===== config.mk =====
export PLATFORM = sky130hd
export DESIGN_NAME = sfu_acc
export DESIGN_NICKNAME = d
export VERILOG_FILES = /design/src/rtl/sfu_acc_pkg.sv /design/src/rtl/sfu_acc_sat_relu.sv /design/src/rtl/sfu_acc.sv
export SDC_FILE = /design/constraint.sdc
export NUM_CORES = 1
export LEC_CHECK = 0
export CORE_MARGIN = 4
export CORE_UTILIZATION = 50
export CTS_CLUSTER_DIAMETER = 60
export DETAILED_ROUTE_END_ITERATION = 7
export PLACE_DENSITY = 0.74
export SYNTH_ARGS = -nofsm -noshare
export SYNTH_HDL_FRONTEND = slang
export SYNTH_SLANG_ARGS = --single-unit
export TNS_END_PERCENT = 5

===== constraint.sdc =====
create_clock -name clk -period 6.1 [get_ports clk]
set_input_delay 0.915 -clock clk [delete_from_list [all_inputs] [get_ports clk]]
set_output_delay 0.915 -clock clk [all_outputs]
set_load 0.005 [all_outputs]

===== src/rtl/sfu_acc_pkg.sv =====
// Shared accelerator definitions: default datapath widths and the
// partial-sum accumulator state encoding.
package sfu_acc_pkg;

    localparam int default_psum_bw = 16;
    localparam int default_pass_bw = 4;

    typedef enum logic [1:0] {
        IDLE = 2'd0,
        ACC  = 2'd1,
        HOLD = 2'd2
    } state_t;

endpackage


===== src/rtl/sfu_acc_sat_relu.sv =====
// Combinational output stage: saturate a wide signed value into the narrow
// signed range, then optionally clamp negative values to zero.
module sat_relu #(
    parameter int in_bw  = 20,
    parameter int out_bw = 16
) (
    input  logic signed [in_bw-1:0]  din,
    input  logic                     relu_en,
    output logic signed [out_bw-1:0] dout
);

    logic [in_bw-out_bw:0]    top_bits;
    logic signed [out_bw-1:0] sat;

    assign top_bits = din[in_bw-1:out_bw-1];

    // The value fits only when every bit above the output sign bit copies it.
    always_comb begin
        sat = din[out_bw-1:0];
        if (!(top_bits == '0 || top_bits == '1)) begin
            if (din[in_bw-1]) begin
                sat = {1'b1, {(out_bw-1){1'b0}}};
            end else begin
                sat = {1'b0, {(out_bw-1){1'b1}}};
            end
        end
        dout = (relu_en && sat[out_bw-1]) ? '0 : sat;
    end

endmodule


===== src/rtl/sfu_acc.sv =====
// Partial-sum accumulator: sums num_pass psums from the MAC into a wide
// accumulator, then hands off one saturated (optionally ReLU'd) result.
module sfu_acc
    import sfu_acc_pkg::*;
#(
    parameter int psum_bw = default_psum_bw,
    parameter int pass_bw = default_pass_bw
) (
    input  logic                      clk,
    input  logic                      reset,
    input  logic                      in_valid,
    input  logic signed [psum_bw-1:0] in_psum,
    output logic                      in_ready,
    input  logic [pass_bw-1:0]        num_pass,
    input  logic                      relu_en,
    output logic                      out_valid,
    output logic signed [psum_bw-1:0] out_data,
    input  logic                      out_ready,
    output logic [7:0]                out_count
);

    localparam int acc_bw = psum_bw + pass_bw;

    state_t                   state;
    logic signed [acc_bw-1:0] acc;
    logic signed [acc_bw-1:0] acc_base;
    logic signed [acc_bw-1:0] acc_next;
    logic [pass_bw-1:0]       cnt;
    logic [pass_bw-1:0]       cnt_base;
    logic [pass_bw-1:0]       pass_q;
    logic [pass_bw-1:0]       cur_pass;
    logic                     relu_q;
    logic                     cur_relu;
    logic                     first;
    logic                     done;
    logic                     accept;
    logic                     handoff;
    logic signed [psum_bw-1:0] result;

    assign in_ready = (state == HOLD) ? out_ready : 1'b1;
    assign accept   = in_valid && in_ready;
    assign handoff  = out_valid && out_ready;

    // Any accept outside ACC opens a new group and samples the live config.
    assign first    = (state != ACC);
    assign cur_pass = first ? ((num_pass == '0) ? pass_bw'(1) : num_pass) : pass_q;
    assign cur_relu = first ? relu_en : relu_q;
    assign acc_base = first ? '0 : acc;
    assign cnt_base = first ? '0 : cnt;
    assign acc_next = acc_base + $signed({{pass_bw{in_psum[psum_bw-1]}}, in_psum});
    assign done     = (({1'b0, cnt_base} + (pass_bw+1)'(1)) == {1'b0, cur_pass});

    sat_relu #(
        .in_bw  (acc_bw),
        .out_bw (psum_bw)
    ) u_sat_relu (
        .din     (acc_next),
        .relu_en (cur_relu),
        .dout    (result)
    );

    always_ff @(posedge clk or negedge reset) begin
        if (!reset) begin
            state     <= IDLE;
            acc       <= '0;
            cnt       <= '0;
            pass_q    <= '0;
            relu_q    <= 1'b0;
            out_valid <= 1'b0;
            out_data  <= '0;
            out_count <= '0;
        end else begin
            if (handoff) begin
                out_count <= out_count + 8'(1);
            end
            if (accept) begin
                pass_q <= cur_pass;
                relu_q <= cur_relu;
                if (done) begin
                    acc       <= '0;
                    cnt       <= '0;
                    out_data  <= result;
                    out_valid <= 1'b1;
                    state     <= HOLD;
                end else begin
                    acc       <= acc_next;
                    cnt       <= cnt_base + pass_bw'(1);
                    out_valid <= 1'b0;
                    state     <= ACC;
                end
            end else if (handoff) begin
                out_valid <= 1'b0;
                state     <= IDLE;
            end
        end
    end

endmodule

Yosys cells after proc, flatten, opt, wreduce, memory -nomap -nowiden. Index checks and enable logic that the tools add are counted.

Flip-flop bits (word level): 56. Latch bits: 0. Bits in writable memories: 0. Bits in read-only memories: 0. Bits of input ports: 25. Output and inout port bits: 26. Word-level logic and storage cells: 41. Memories: 0.

Add/sub/neg operators: 4. Multipliers: 0. Divide/modulo/power cells: 0. Order comparisons: 0. Equality and inequality tests: 4. Shifts and indexed selects: 0. Muxes and demuxes: 17. Bitwise logic cells: 0. Reductions and logical operators: 8.

Operator list (number): $mux 16 (3); $mux 20 (2); $add 20x16->20 (1); $mux 4 (4); $add 8x1->8 const B (1); $mux 2 (3); $add 4x1->5 const B (1); $eq 5x4->1 (1); $eq 5x5->1 const B (1); $logic_not 5->1 (1); $mux 1 (5); $add 4x1->4 const B (1); $logic_not 4->1 (1); $logic_and 1x1->1 (3); $eq 2x2->1 const B (1); $ne 2x1->1 const B (1); $reduce_and 2->1 (1); $reduce_bool 2->1 (1); $logic_or 1x1->1 (1).

Longest topological paths before layout.
Word-level depth: 8. Gate-level depth with buffers: 16. Mapped depth without buffers: 13.

By module. Synthesis repeated with hierarchy kept, for this count alone.

Cell total of the unflattened synthesis: 381. Area, all modules: 3741.1 sq um.

By module, submodules not included: sfu_acc (times used 1, cells an instance 359, area an instance 3578.4 sq um, seq. area each 1376.3 sq um); sat_relu (times used 1, cells an instance 22, area an instance 162.7 sq um, seq. area each 0.0 sq um).

Worst setup path after synthesis. Ideal clock, no wire load.

Path kind: register to register. Start point: reg out_valid (netlist name). End point: reg out_data[14]. Setup time: 0.074 ns. Arrival: 3.357 ns. Data required time: 6.026 ns. Slack: 2.668 ns. Stages on the path, launching flop included: 17. Buffers on the path: 3. Period minus slack after synthesis: 3.432 ns. Cells stage by stage: dfrtp_1 > nor2b_1 > clkbuf_1 > clkbuf_1 > and2_1 > ha_1 > inv_1 > fa_1 > nor2b_1 > o2111ai_1 > a31oi_1 > a211oi_1 > xor2_1 > nor4_1 > o21ai_2 > buf_6 > o21ai_2.

RTL lines: end signal, assigned (RTL line sfu_acc.sv:82) `out_data <= result;`; end, declared (RTL line sfu_acc.sv:17) `output logic signed [psum_bw-1:0] out_data,`.

Final worst setup path.
Start point: in in_psum[12]. End point: reg out_data[9].

Longest elaborated chain between the ends: 6. Elaborated cells on any way between the ends: 8. Those cells by class: 1 x add/sub; 1 x eq/ne; 3 x mux; 3 x reduce/logical.

Ends and longest elaborated chain: start, declared (RTL line sfu_acc.sv:12) `input logic signed [psum_bw-1:0] in_psum,`; $add 20x16->20 * (RTL line sfu_acc.sv:50) `assign acc_next = acc_base + $signed({{pass_bw{in_psum[psum_bw-1]}}, in_psum});`; $eq 5x5->1 / $logic_not 5->1 (equally long branches) (RTL line sfu_acc_sat_relu.sv:20) `if (!(top_bits == '0 || top_bits == '1)) begin`; $logic_or 1x1->1 (RTL line sfu_acc_sat_relu.sv:20); $mux 16 * (RTL line sfu_acc_sat_relu.sv:20); $logic_and 1x1->1 (RTL line sfu_acc_sat_relu.sv:27) `dout = (relu_en && sat[out_bw-1]) ? '0 : sat;`; $mux 16 * (RTL line sfu_acc_sat_relu.sv:27).

Every way passes the cells marked *; elsewhere a longest branch is shown, timed or not. A chain may end at the register's enable or synchronous reset.

==> results.json <==
{
  "tritoncts.num_buffers": 5,
  "place.port_buffers": 50,
  "switching_share_pct": 44.05,
  "start_util_pct": 51.51,
  "synth_top_area_share_pct": 36.84,
  "syn-instance-count": 417,
  "gr-usage-all-layers_pct": 20.24,
  "fill_cells": 661,
  "dr_total_vias": 3182,
  "fmax_mhz": 237.4,
  "critPathCaptureType": "flop",
  "switchingPower_w": 0.0009011,
  "via_per_inst": 5.682,
  "cts_sinks": 55,
  "post-dp-hpwl_um": 6581,
  "seqCellArea_sq_um": 1376,
  "syn_area_sq_um": 3736,
  "synthTopCellsByArea": "dfrtp_1 (37%), ha_1 (7.0%), nand2_1 (6.0%)",
  "rsz0062_at_grt": "false",
  "core_region_area_sq_um": 7253,
  "cts_resized": 0,
  "htreeDepth": 2,
  "power_density_nw_per_um2": 466.0,
  "antenna_found_initial": 0,
  "synthesis.nets": 464,
  "route.detailed.drc": 0,
  "power_w": 0.002046,
  "routedWlPerCell_um": 15.35,
  "tightest_slew_ns": 0.8046,
  "die_w_um": 94.44,
  "fin_nets": 507,
  "layout_commonest_cell": "nand2_1",
  "finalMaxSlewViolations": 0,
  "design.die.area_sq_um": 8919,
  "min_period_over_period_pct": 69.05,
  "synth_edf_count": 0,
  "power.internal_w": 0.001145,
  "die_h_um": 94.44,
  "status": "completed",
  "post_cts_buffers": 0,
  "yosys.area.top_type": "dfrtp_1",
  "total_leakage_power_nw": 1.931,
  "synthArstFlopShare_pct": 100.0,
  "multi_input_area_sq_um": 2201,
  "ff2ff_path_depth": 11,
  "first_pass_iters": 4,
  "crit_path_max_fanout": 18,
  "combPwrFrac_pct": 59.2,
  "ys_ff_latch": 55,
  "area_growth_pct": 17.52,
  "drtAntennaViolNets": 0,
  "n_antenna_cell": 0,
  "clockPowerShare_pct": 10.4,
  "cts.path.max_buffers": 2,
  "hold_depth": 2,
  "clock_latency_ns": 0.32,
  "drt_wl_total_um": 8597,
  "drv_cap": 0,
  "cp_cell_sequence": "clkdlybuf4s50_1 > ha_1 > a21oi_1 > o21ai_1 > a221oi_1 > nand2_1 > xnor3_1 > o21ai_2 > o21ai_0",
  "fp-row-count": 31,
  "crit_type": "in -> reg",
  "drive_above_1_share_pct": 8.026,
  "ys_seq_area_share_pct": 36.84,
  "grt_pass1_wl_um": 14590,
  "yosys_warnings": 0,
  "cts_tree": "built",
  "fin_setup_tns_ns": 0,
  "critPathLaunchType": "primary input",
  "final_cell_mix": "nand2_1 (60), dfrtp_1 (55), clkdlybuf4s50_1 (49), a21oi_1 (26), o21ai_0 (26)",
  "grt_pass1_vias": 3110,
  "root_buffer": "clkbuf_8",
  "postCtsHoldBufs": 0,
  "p_seq_share_pct": 30.3,
  "period_minus_slack_ns": 4.212,
  "slowest_stage": "o21ai_2",
  "syn_avg_cell_area_sq_um": 8.959,
  "overflow": 0,
  "reg2reg_slack_ns": 1.92,
  "finClkSkew_ns": 0.01702,
  "place_congestion": 0.9172,
  "setup_violations": 0,
  "path_clk_slew_ns": 0.11,
  "ys_types": 60,
  "relSlewSlack_pct": 46.35,
  "synthFlopType": "dfrtp_1",
  "hold_path.class": "reg -> reg",
  "finalHoldViolCount": 0,
  "grt_max_degree": 56,
  "worstPathArrival_ns": 4.38,
  "critical_path.max_stage_delay_ns": 0.76,
  "ioPinCount": 51,
  "critPathRequiredTime_ns": 6.26,
  "drtIter0Drc": 152,
  "ir_worst_vdd_uv": 169.2
}
[registers in the layout, indices dropped and copies added, names as in the netlist]
register   cells
out_valid      1
relu_q         1
out_data      16
cnt            4
acc           20
state          1
pass_q         4
out_count      8
[layout make-up]
type                    instances  area share, %
flip-flops and latches         55          31.35
inverters                      16          1.368
well taps                      99          2.821
repair buffers                 55          12.14
multi-input cells             327          50.13
clock buffers                   5          1.567
clock inverters                 3         0.6270
[path summary, 6_finish.rpt]
check | start | end
max | in_psum[12] | out_data[9]
min | acc[6] | acc[6]
max reg2reg | out_valid | out_data[9]
min reg2reg | acc[6] | acc[6]
max in group asynchronous | reset | pass_q[3]
min in group asynchronous | reset | acc[10]
[cell families (layout without fill, tap and decap cells)]
logic type | count (synthesis) | count (layout) | synth area share, %
simple gates | 139 | 139 | 18.15
compound gates | 131 | 131 | 24.01
flops | 55 | 55 | 36.84
buf+inv | 35 | 79 | 4.253
xor+xnor | 28 | 28 | 7.133
fa+ha+maj | 22 | 22 | 7.569
mux | 7 | 7 | 2.043
[worst max-delay path: cells and delay by family]
kind / cells / cell delay, ns
compound gates: 5 / 1.93
xor+xnor: 1 / 0.63
fa+ha+maj: 1 / 0.38
buf+inv: 1 / 0.40
simple gates: 1 / 0.12
[stage by stage]
| stage | instance area, sq um | hold slack [ns] | utilization (%) | std cells | setup WS [ns] |
|---|---|---|---|---|---|
| finish | 4390 | 0.4800 | 60.53 | 560 | 1.888 |
| global route | 4390 | 0.5025 | 60.53 | 560 | 1.517 |
| CTS | 4390 | 0.4829 | 60.53 | 560 | 1.906 |
| detailed placement | 4294 | 0.4577 | 59.20 | 552 | 1.570 |
| global placement | 4294 | 0.4517 | 59.20 | 552 | 1.624 |
| floorplan | 3736 | 0.4402 | - | 417 | 2.668 |
[power groups by stage]
| stage | sequential (W) | combinational, W | clock, W |
|---|---|---|---|
| global placement | 0.000621 | 0.00118 | 0 |
| CTS | 0.000621 | 0.00121 | 0.000223 |
| floorplan | 0.000611 | 0.000864 | 0 |
| finish | 0.000621 | 0.00121 | 0.000213 |
| global route | 0.000647 | 0.00135 | 0.000236 |
| detailed placement | 0.000628 | 0.00121 | 0 |
[Yosys cell counts, types with 3 or more instances]
| master | count |
|---|---|
| a211oi_1 | 7 |
| a21boi_0 | 5 |
| a21o_1 | 6 |
| a21oi_1 | 26 |
| a221oi_1 | 4 |
| a22o_1 | 3 |
| a31oi_1 | 7 |
| and2_1 | 21 |
| and3_1 | 4 |
| buf_2 | 4 |
| clkbuf_1 | 11 |
| dfrtp_1 | 55 |
| ha_1 | 21 |
| inv_1 | 16 |
| mux2_2 | 5 |
| nand2_1 | 60 |
| nand3_1 | 12 |
| nand4_1 | 3 |
| nor2_1 | 16 |
| nor2b_1 | 3 |
| nor3_1 | 6 |
| o2111ai_1 | 3 |
| o211ai_1 | 5 |
| o21a_1 | 3 |
| o21ai_0 | 26 |
| o21ai_2 | 11 |
| o31ai_1 | 10 |
| xnor2_1 | 21 |
| xor2_1 | 5 |
[per-layer routing]
metal	up-vias	share of wire [%]	track usage [%]
met1	1509	47	27.82
met2	74	46	33.22
li1	1591	-	-
met4	0	0.87	5.295
met5	-	0	0
met3	8	5.8	3.347
Note: power is estimated with default switching activity, not from simulation.
